## src/rtl/corfifo_rd_ptr_ctrl_if.sv

```systemverilog
// Read-side bus of the async FIFO: write-pointer input, consumer request,
// RAM read controls and registered status flags.
interface corfifo_rd_ptr_ctrl_if #(
    parameter int ADDRWIDTH = 3
);
    logic [ADDRWIDTH:0]   WPTR_GRAY;
    logic                 RE;
    logic                 MEM_RE;
    logic [ADDRWIDTH-1:0] MEM_RADDR;
    logic [ADDRWIDTH:0]   RPTR_GRAY;
    logic                 EMPTY;
    logic                 AEMPTY;
    logic [ADDRWIDTH:0]   RDCNT;
    logic                 DVLD;
    logic                 UNDERFLOW;

    // Read-pointer controller side
    modport slave (
        input  WPTR_GRAY, RE,
        output MEM_RE, MEM_RADDR, RPTR_GRAY, EMPTY, AEMPTY, RDCNT, DVLD, UNDERFLOW
    );

    // Consumer / write-domain side
    modport master (
        output WPTR_GRAY, RE,
        input  MEM_RE, MEM_RADDR, RPTR_GRAY, EMPTY, AEMPTY, RDCNT, DVLD, UNDERFLOW
    );
endinterface

```

## src/rtl/corfifo_rd_ptr_ctrl.sv

```systemverilog
// Async FIFO read-pointer controller. Synchronizes the Gray write pointer
// into the read clock domain, owns the binary/Gray read pointer and produces
// registered occupancy and empty/almost-empty flags.
module corfifo_rd_ptr_ctrl #(
    parameter int ADDRWIDTH = 3,
    parameter int AE_THRESH = 1
) (
    input  logic                   RCLOCK,
    input  logic                   RRESET_N,
    corfifo_rd_ptr_ctrl_if.slave   bus
);
    localparam int PW = ADDRWIDTH + 1;
    localparam logic [PW-1:0] AE_LIM = PW'(AE_THRESH);

    logic [PW-1:0] wsync1, wsync2;
    logic [PW-1:0] wbin;
    logic [PW-1:0] rbin, rbin_next;
    logic [PW-1:0] cnt_next;
    logic          rd_acc;

    // EMPTY is registered and pessimistic, so gating with it never reads
    // an empty FIFO; during reset EMPTY=1 kills MEM_RE immediately.
    assign rd_acc        = bus.RE & ~bus.EMPTY;
    assign bus.MEM_RE    = rd_acc;
    assign bus.MEM_RADDR = rbin[ADDRWIDTH-1:0];
    assign rbin_next     = rbin + PW'(rd_acc);

    // Two-flop synchronizer; the only consumer of WPTR_GRAY
    always_ff @(posedge RCLOCK or negedge RRESET_N) begin
        if (!RRESET_N) begin
            wsync1 <= '0;
            wsync2 <= '0;
        end else begin
            wsync1 <= bus.WPTR_GRAY;
            wsync2 <= wsync1;
        end
    end

    // Gray-to-binary: each binary bit is the XOR of all Gray bits at or above it
    always_comb begin
        wbin = '0;
        for (int i = 0; i < PW; i++)
            wbin[i] = ^(wsync2 >> i);
    end

    // Occupancy against the post-read pointer so a read costs no extra latency
    assign cnt_next = wbin - rbin_next;

    // Read pointer, its Gray image for the write domain, and status flags
    always_ff @(posedge RCLOCK or negedge RRESET_N) begin
        if (!RRESET_N) begin
            rbin          <= '0;
            bus.RPTR_GRAY <= '0;
            bus.RDCNT     <= '0;
            bus.EMPTY     <= 1'b1;
            bus.AEMPTY    <= 1'b1;
        end else begin
            rbin          <= rbin_next;
            bus.RPTR_GRAY <= rbin_next ^ (rbin_next >> 1);
            bus.RDCNT     <= cnt_next;
            bus.EMPTY     <= (cnt_next == '0);
            bus.AEMPTY    <= (cnt_next <= AE_LIM);
        end
    end

    // Data-valid tracks the one-cycle RAM read latency; underflow flags a refused read
    always_ff @(posedge RCLOCK or negedge RRESET_N) begin
        if (!RRESET_N) begin
            bus.DVLD      <= 1'b0;
            bus.UNDERFLOW <= 1'b0;
        end else begin
            bus.DVLD      <= rd_acc;
            bus.UNDERFLOW <= bus.RE & bus.EMPTY;
        end
    end
endmodule

```

## src/flat_wrapper.sv

```systemverilog
// flat-port wrapper written by rule: the top's interface ports become plain ports
module corfifo_rd_ptr_ctrl_flat 
#(
    parameter int ADDRWIDTH = 3,
    parameter int AE_THRESH = 1
)
  (RCLOCK, RRESET_N, bus_WPTR_GRAY, bus_RE, bus_MEM_RE, bus_MEM_RADDR, bus_RPTR_GRAY, bus_EMPTY, bus_AEMPTY, bus_RDCNT, bus_DVLD, bus_UNDERFLOW);
  corfifo_rd_ptr_ctrl_if #(.ADDRWIDTH(ADDRWIDTH)) bus_i ();
  input  logic RCLOCK;
  input  logic RRESET_N;
  input wire logic [$bits(bus_i.WPTR_GRAY)-1:0] bus_WPTR_GRAY;
  input wire logic [$bits(bus_i.RE)-1:0] bus_RE;
  output wire logic [$bits(bus_i.MEM_RE)-1:0] bus_MEM_RE;
  output wire logic [$bits(bus_i.MEM_RADDR)-1:0] bus_MEM_RADDR;
  output wire logic [$bits(bus_i.RPTR_GRAY)-1:0] bus_RPTR_GRAY;
  output wire logic [$bits(bus_i.EMPTY)-1:0] bus_EMPTY;
  output wire logic [$bits(bus_i.AEMPTY)-1:0] bus_AEMPTY;
  output wire logic [$bits(bus_i.RDCNT)-1:0] bus_RDCNT;
  output wire logic [$bits(bus_i.DVLD)-1:0] bus_DVLD;
  output wire logic [$bits(bus_i.UNDERFLOW)-1:0] bus_UNDERFLOW;
  assign bus_i.WPTR_GRAY = bus_WPTR_GRAY;
  assign bus_i.RE = bus_RE;
  assign bus_MEM_RE = bus_i.MEM_RE;
  assign bus_MEM_RADDR = bus_i.MEM_RADDR;
  assign bus_RPTR_GRAY = bus_i.RPTR_GRAY;
  assign bus_EMPTY = bus_i.EMPTY;
  assign bus_AEMPTY = bus_i.AEMPTY;
  assign bus_RDCNT = bus_i.RDCNT;
  assign bus_DVLD = bus_i.DVLD;
  assign bus_UNDERFLOW = bus_i.UNDERFLOW;
  corfifo_rd_ptr_ctrl #(.ADDRWIDTH(ADDRWIDTH), .AE_THRESH(AE_THRESH)) u_core (.RCLOCK(RCLOCK), .RRESET_N(RRESET_N), .bus(bus_i));
endmodule
```

## config.mk

```make
export PLATFORM = sky130hd
export DESIGN_NAME = corfifo_rd_ptr_ctrl_flat
export DESIGN_NICKNAME = d
export VERILOG_FILES = /design/src/rtl/corfifo_rd_ptr_ctrl_if.sv /design/src/rtl/corfifo_rd_ptr_ctrl.sv /design/src/flat_wrapper.sv
export SDC_FILE = /design/constraint.sdc
export NUM_CORES = 1
export LEC_CHECK = 0
export CORE_UTILIZATION = 50
export CTS_BUF_LIST = sky130_fd_sc_hd__clkbuf_8
export DETAILED_ROUTE_END_ITERATION = 8
export PLACE_DENSITY = 0.81
export SYNTH_ARGS = -nofsm -noshare
export SYNTH_HDL_FRONTEND = slang
export SYNTH_SLANG_ARGS = --single-unit
```

## constraint.sdc

```tcl
create_clock -name RCLOCK -period 4.8 [get_ports RCLOCK]
set_clock_uncertainty 0.2 [all_clocks]
set_input_delay 1.2 -clock RCLOCK [delete_from_list [all_inputs] [get_ports RCLOCK]]
set_output_delay 1.2 -clock RCLOCK [all_outputs]
set_load 0.05 [all_outputs]
```

After elaboration in Yosys (flattened, before gate mapping)
Index checks and enable logic that the tools add are counted.

word-level totals
  register bits after elaboration = 24
  input port bits = 7
  output and inout port bits = 16
  word-level logic and storage cells = 21

operators by class
  add/subtract/negate cells = 2
  magnitude comparators = 1
  bitwise operators = 4
  reduce and logical (&&, ||, !) cells = 5

operator list
  kind                  number
  $reduce_xor A4 Y1     4
  $add A4 B1 Y4         1
  $le A4 B1 Y1 const B  1
  $logic_not A4 Y1      1
  $sub A4 B4 Y4         1
  $xor A4 B3 Y4         1
  $and A1 B1 Y1         2
  $not A1 Y1            1

Longest topological paths before layout
  depth in word-level cells = 5
  depth in mapped cells = 9

Worst setup path after synthesis
OpenSTA, ideal clock, no wires.

  path type = in2reg
  from = in bus_RE
  to = reg u_core.bus.RDCNT[3]
  library setup time = 0.127 ns
  data arrival time = 3.848 ns
  required time = 4.473 ns
  setup slack = 0.625 ns
  cell stages on the path = 9
  buffers on the path = 0
  path through = nor2b_1 ha_1 ha_1 xnor2_1 ha_1 nor2b_1 a311oi_1 a31oi_1 or2_2

on the way
  word-level cells in the longest chain between the ends = 3

ends and longest elaborated chain
  element                 RTL line                      source
  start: declaration      flat_wrapper.sv:12            input wire logic [$bits(bus_i.RE)-1:0] bus_RE;
  $and A1 B1 Y1           corfifo_rd_ptr_ctrl.sv:23     assign rd_acc = bus.RE & ~bus.EMPTY;
  $add A4 B1 Y4           corfifo_rd_ptr_ctrl.sv:26     assign rbin_next = rbin + PW'(rd_acc);
  $sub A4 B4 Y4           corfifo_rd_ptr_ctrl.sv:47     assign cnt_next = wbin - rbin_next;
  net u_core.cnt_next[3]  corfifo_rd_ptr_ctrl.sv:18     logic [PW-1:0] cnt_next;
  end signal: assignment  corfifo_rd_ptr_ctrl.sv:60     bus.RDCNT <= cnt_next;
  end: declaration        corfifo_rd_ptr_ctrl_if.sv:20  output MEM_RE, MEM_RADDR, RPTR_GRAY, EMPTY, AEMPTY, RDCNT, DVLD, UNDERFLOW

The timed path passes the listed nets, and every way through them passes these cells.

Worst setup path in the final report
  from = in bus_RE
  to = out bus_MEM_RE

on the way
  word-level cells in the longest chain between the ends = 1

ends and longest elaborated chain
  element           RTL line                   source
  $and A1 B1 Y1     corfifo_rd_ptr_ctrl.sv:23
  end: declaration  flat_wrapper.sv:13         output wire logic [$bits(bus_i.MEM_RE)-1:0] bus_MEM_RE;

Every way passes these cells.

==> metrics.md <==
| Metric | Value |
|---|---|
| H-Tree Depth | 1 |
| Syn-to-layout area delta | 32.1% |
| Least-Margin Pin Slew | just under 1 ns |
| Largest net degree at the start of global routing | 24 |
| CTS Hold Bufs | 0 |
| I/O pins | 23 |
| Final setup viols | 0 |
| Gr usage total | 0.170 |
| Yosys cell types | 23 |
| Post-synthesis adder-cell area fraction | 0.0689 |
| Cell Area, Synth | around 910 um2 |
| Largest family of logic cells by synthesized area | XOR/XNOR gates |
| Critical Path End Type | output port |
| Register area share after synthesis | 0.636 |
| Worst-path cell chain | clkdlybuf4s50_1, nor2b_1, clkdlybuf4s50_1 |
| Multiplexer area fraction after synthesis | 0 |
| Max-slew headroom | 0.348 |
| Full die area | around 2000 um2 |
| Clk slew on worst S/H paths | roughly 0.070 ns |
| Setup WS post-layout | about 0.67 ns |
| WHS | 0.151 ns |
| R2R Path End | u_core.bus.RDCNT[3] |
| WL per Instance | ~13 um |
| Final nets | 98 |
| Synthesized-area fraction occupied by xor and xnor cells | 0.138 |
| Endpoints failing hold | 0 |
| TNS Setup | 0 ns |
| CORE AREA | 1710 um2 |
| Via count | 524 |
| CTS Sinks | 23 |
| First-pass GRT wire length | roughly 2300 um |
| R2R Setup Slk | ~1.7 ns |
| Crit start category | input pin |
| Slowest cell on crit path | clkdlybuf4s50_1 |
| CP peak stage delay | ~0.84 ns |
| Post-Route WL | roughly 1400 um |
| DR pass1 iterations | 4 |
| Compound-cell area share of the yosys netlist | 0.0413 |
| Max Freq | 242 MHz |
| Post-Synth Simple-Gate Area | 0.0895 |
| Cell taking the most area after synthesis | dfrtp_1 |
| Critical Path Fanout Max | 3 |
| Post-Syn Area per Cell | around 15 um2 |
| Placement Setup Slack | between 0.5 and 0.6 ns |
| Worst path bufs/invs | 2 |
| Vias in the first global route | around 520 |
| Top cell type's share of synthesized area | 0.579 |
| Yosys warnings | 0 |
| Chip Width | about 45 um |
| Initial antenna violation count | 0 |
| Antenna cells | 0 |
| Fin crit period | approximately 4.1 ns |
| Worst Setup SP | bus_RE |
| CP dominant cell by count | clkdlybuf4s50_1 |
| TritonCTS Buffers | 3 |
| Via density | 4.76 |
| Unrepaired setup endpoints after global routing | no |
| Grt ovf | 0 |
| Initial core utilization | 0.532 |
| Die Ht | 44.6 um |
| Crit Path Category | input pin to output port |
| RD Place Congestion | between 0.8 and 0.9 |
| DP Area | roughly 1200 um2 |
| Number of post-CTS setup repair buffers | 0 |
| Port Buf Inserts | 22 |
| Syn_nets | 72 |
| Status | complete, no violations |
| Post-DP HPWL | about 1100 um |
| Synth Instances | 60 |
| R2R depth | 9 |
| Clock latency on the worst-skew pair | between 0.2 and 0.3 ns |
| Fin crit share | 0.860 |
| CP Data Required Time | around 3.4 ns |
| Largest cells by area after synthesis | dfrtp_1 58%, ha_1 6.9%, dfstp_2 5.8%, xnor2_1 4.8%, xor2_1 3.9% |
| Final ANT Viol Nets | 0 |
| Max_cap viols | 0 |
| Cts repair resizes | 0 |
| Clock buffer depth | 2 |
| Worst path arrival time | approximately 2.7 ns |
| WP depth | 3 |
| DR iter-0 viols | 4 |
| FP Rows | 15 |
| Share of cells above drive strength 1 | 0.118 |
| Yosys reg bits | 23 |
| Max-slew violations | 0 |
| CP Capture Point | bus_MEM_RE |
| Crit-path leading delay family | buffers and inverters |
| Root Driver | clkbuf_8 |
| CTS tree | done |
| Design area | between 1000 and 1500 um2 |
| HP Class | flip-flop to flip-flop |
| FF-to-FF Start | u_core.bus.EMPTY |
| DRC violations left | 0 |
-- final cells by class --
class                           instances  area, um2
Sequential cell                        23        578
Fill cell                             109        508
Multi-Input combinational cell         31        307
Timing Repair Buffer                   22        220
Clock buffer                            3       41.3
Tap cell                               25       31.3
Inverter                                5       18.8
Clock inverter                          1       3.75
-- stage by stage --
step | utilization | instances
after floorplan | - | 60
after global placement | 0.676 | 106
after detailed placement | 0.676 | 106
after CTS | 0.703 | 110
after global routing | 0.703 | 110
final | 0.703 | 110
-- how the worst min path moves through the flow --
| stage | start | end | slack (ns) | cells past startpoint |
|---|---|---|---|---|
| after floorplan | u_core.wsync1[0] | u_core.wsync2[0] | 0.13 | 0 |
| after global placement | u_core.wsync1[2] | u_core.wsync2[2] | 0.13 | 0 |
| after detailed placement | u_core.wsync1[2] | u_core.wsync2[2] | 0.13 | 0 |
| after CTS | u_core.wsync1[2] | u_core.wsync2[2] | 0.15 | 0 |
| after global routing | u_core.wsync1[3] | u_core.wsync2[3] | 0.16 | 0 |
| final | u_core.wsync1[3] | u_core.wsync2[3] | 0.15 | 0 |
-- sequential cells by signal (all words and copies together), names as in the netlist --
register / count
u_core.bus.AEMPTY: 1
u_core.bus.DVLD: 1
u_core.bus.EMPTY: 1
u_core.bus.RDCNT: 4
u_core.bus.RPTR_GRAY: 4
u_core.bus.UNDERFLOW: 1
u_core.rbin: 3
u_core.wsync1: 4
u_core.wsync2: 4
-- placed cells by master, fill, tap and decap left out --
cell	count
ha_1	5
or2_2	1
inv_1	6
nor4_1	1
dfrtp_1	21
nor2b_1	2
dfstp_2	2
nand4_1	1
nand2b_1	1
nor3b_1	1
a2111o_1	1
nor4_2	1
and4_4	1
xnor3_1	1
clkbuf_8	3
xnor3_2	1
a31oi_1	1
and3_1	1
clkdlybuf4s50_1	22
a311oi_1	1
xor2_1	4
o21bai_2	1
and2_1	1
xnor2_1	5
-- layer usage --
metal	GRT usage	share of wire	routed length, um
met5	0	0	0
met4	0.0545	0.0077	11
met3	0.0367	0.040	57
met2	0.315	0.55	791
met1	0.194	0.40	576
-- cell families (layout without fill, tap and decap cells) --
family / Yosys count / count (layout)
DFF: 23 / 23
and+or+nand+nor: 11 / 11
AOI/OAI and AO/OA: 4 / 4
xor gates and xnor gates: 11 / 11
adders and majority gates: 5 / 5
buffers and inverters: 6 / 31
-- worst reg2reg max path, stage by stage (launching register included) --
cell and delay (ns):
dfstp_2 0.54, nor2b_1 0.07, ha_1 0.20, ha_1 0.19, xnor2_1 0.38, ha_1 0.35
nor2b_1 0.16, a311oi_1 0.39, a31oi_1 0.19, or2_2 0.32
-- synth_stat cells --
library cell	count
nand2b_1	1
and3_1	1
nor4_2	1
buf_2	1
nand4_1	1
inv_1	5
nor3b_1	1
nor4_1	1
xor2_1	4
nor2b_1	2
dfrtp_1	21
or2_2	1
a31oi_1	1
xnor3_2	1
o21bai_2	1
ha_1	5
and4_4	1
a311oi_1	1
xnor2_1	5
dfstp_2	2
and2_1	1
a2111o_1	1
xnor3_1	1
Power is left out: the tool's default activity adds up to more than one toggle a clock period on the data nets, which glitch-free logic cannot reach.
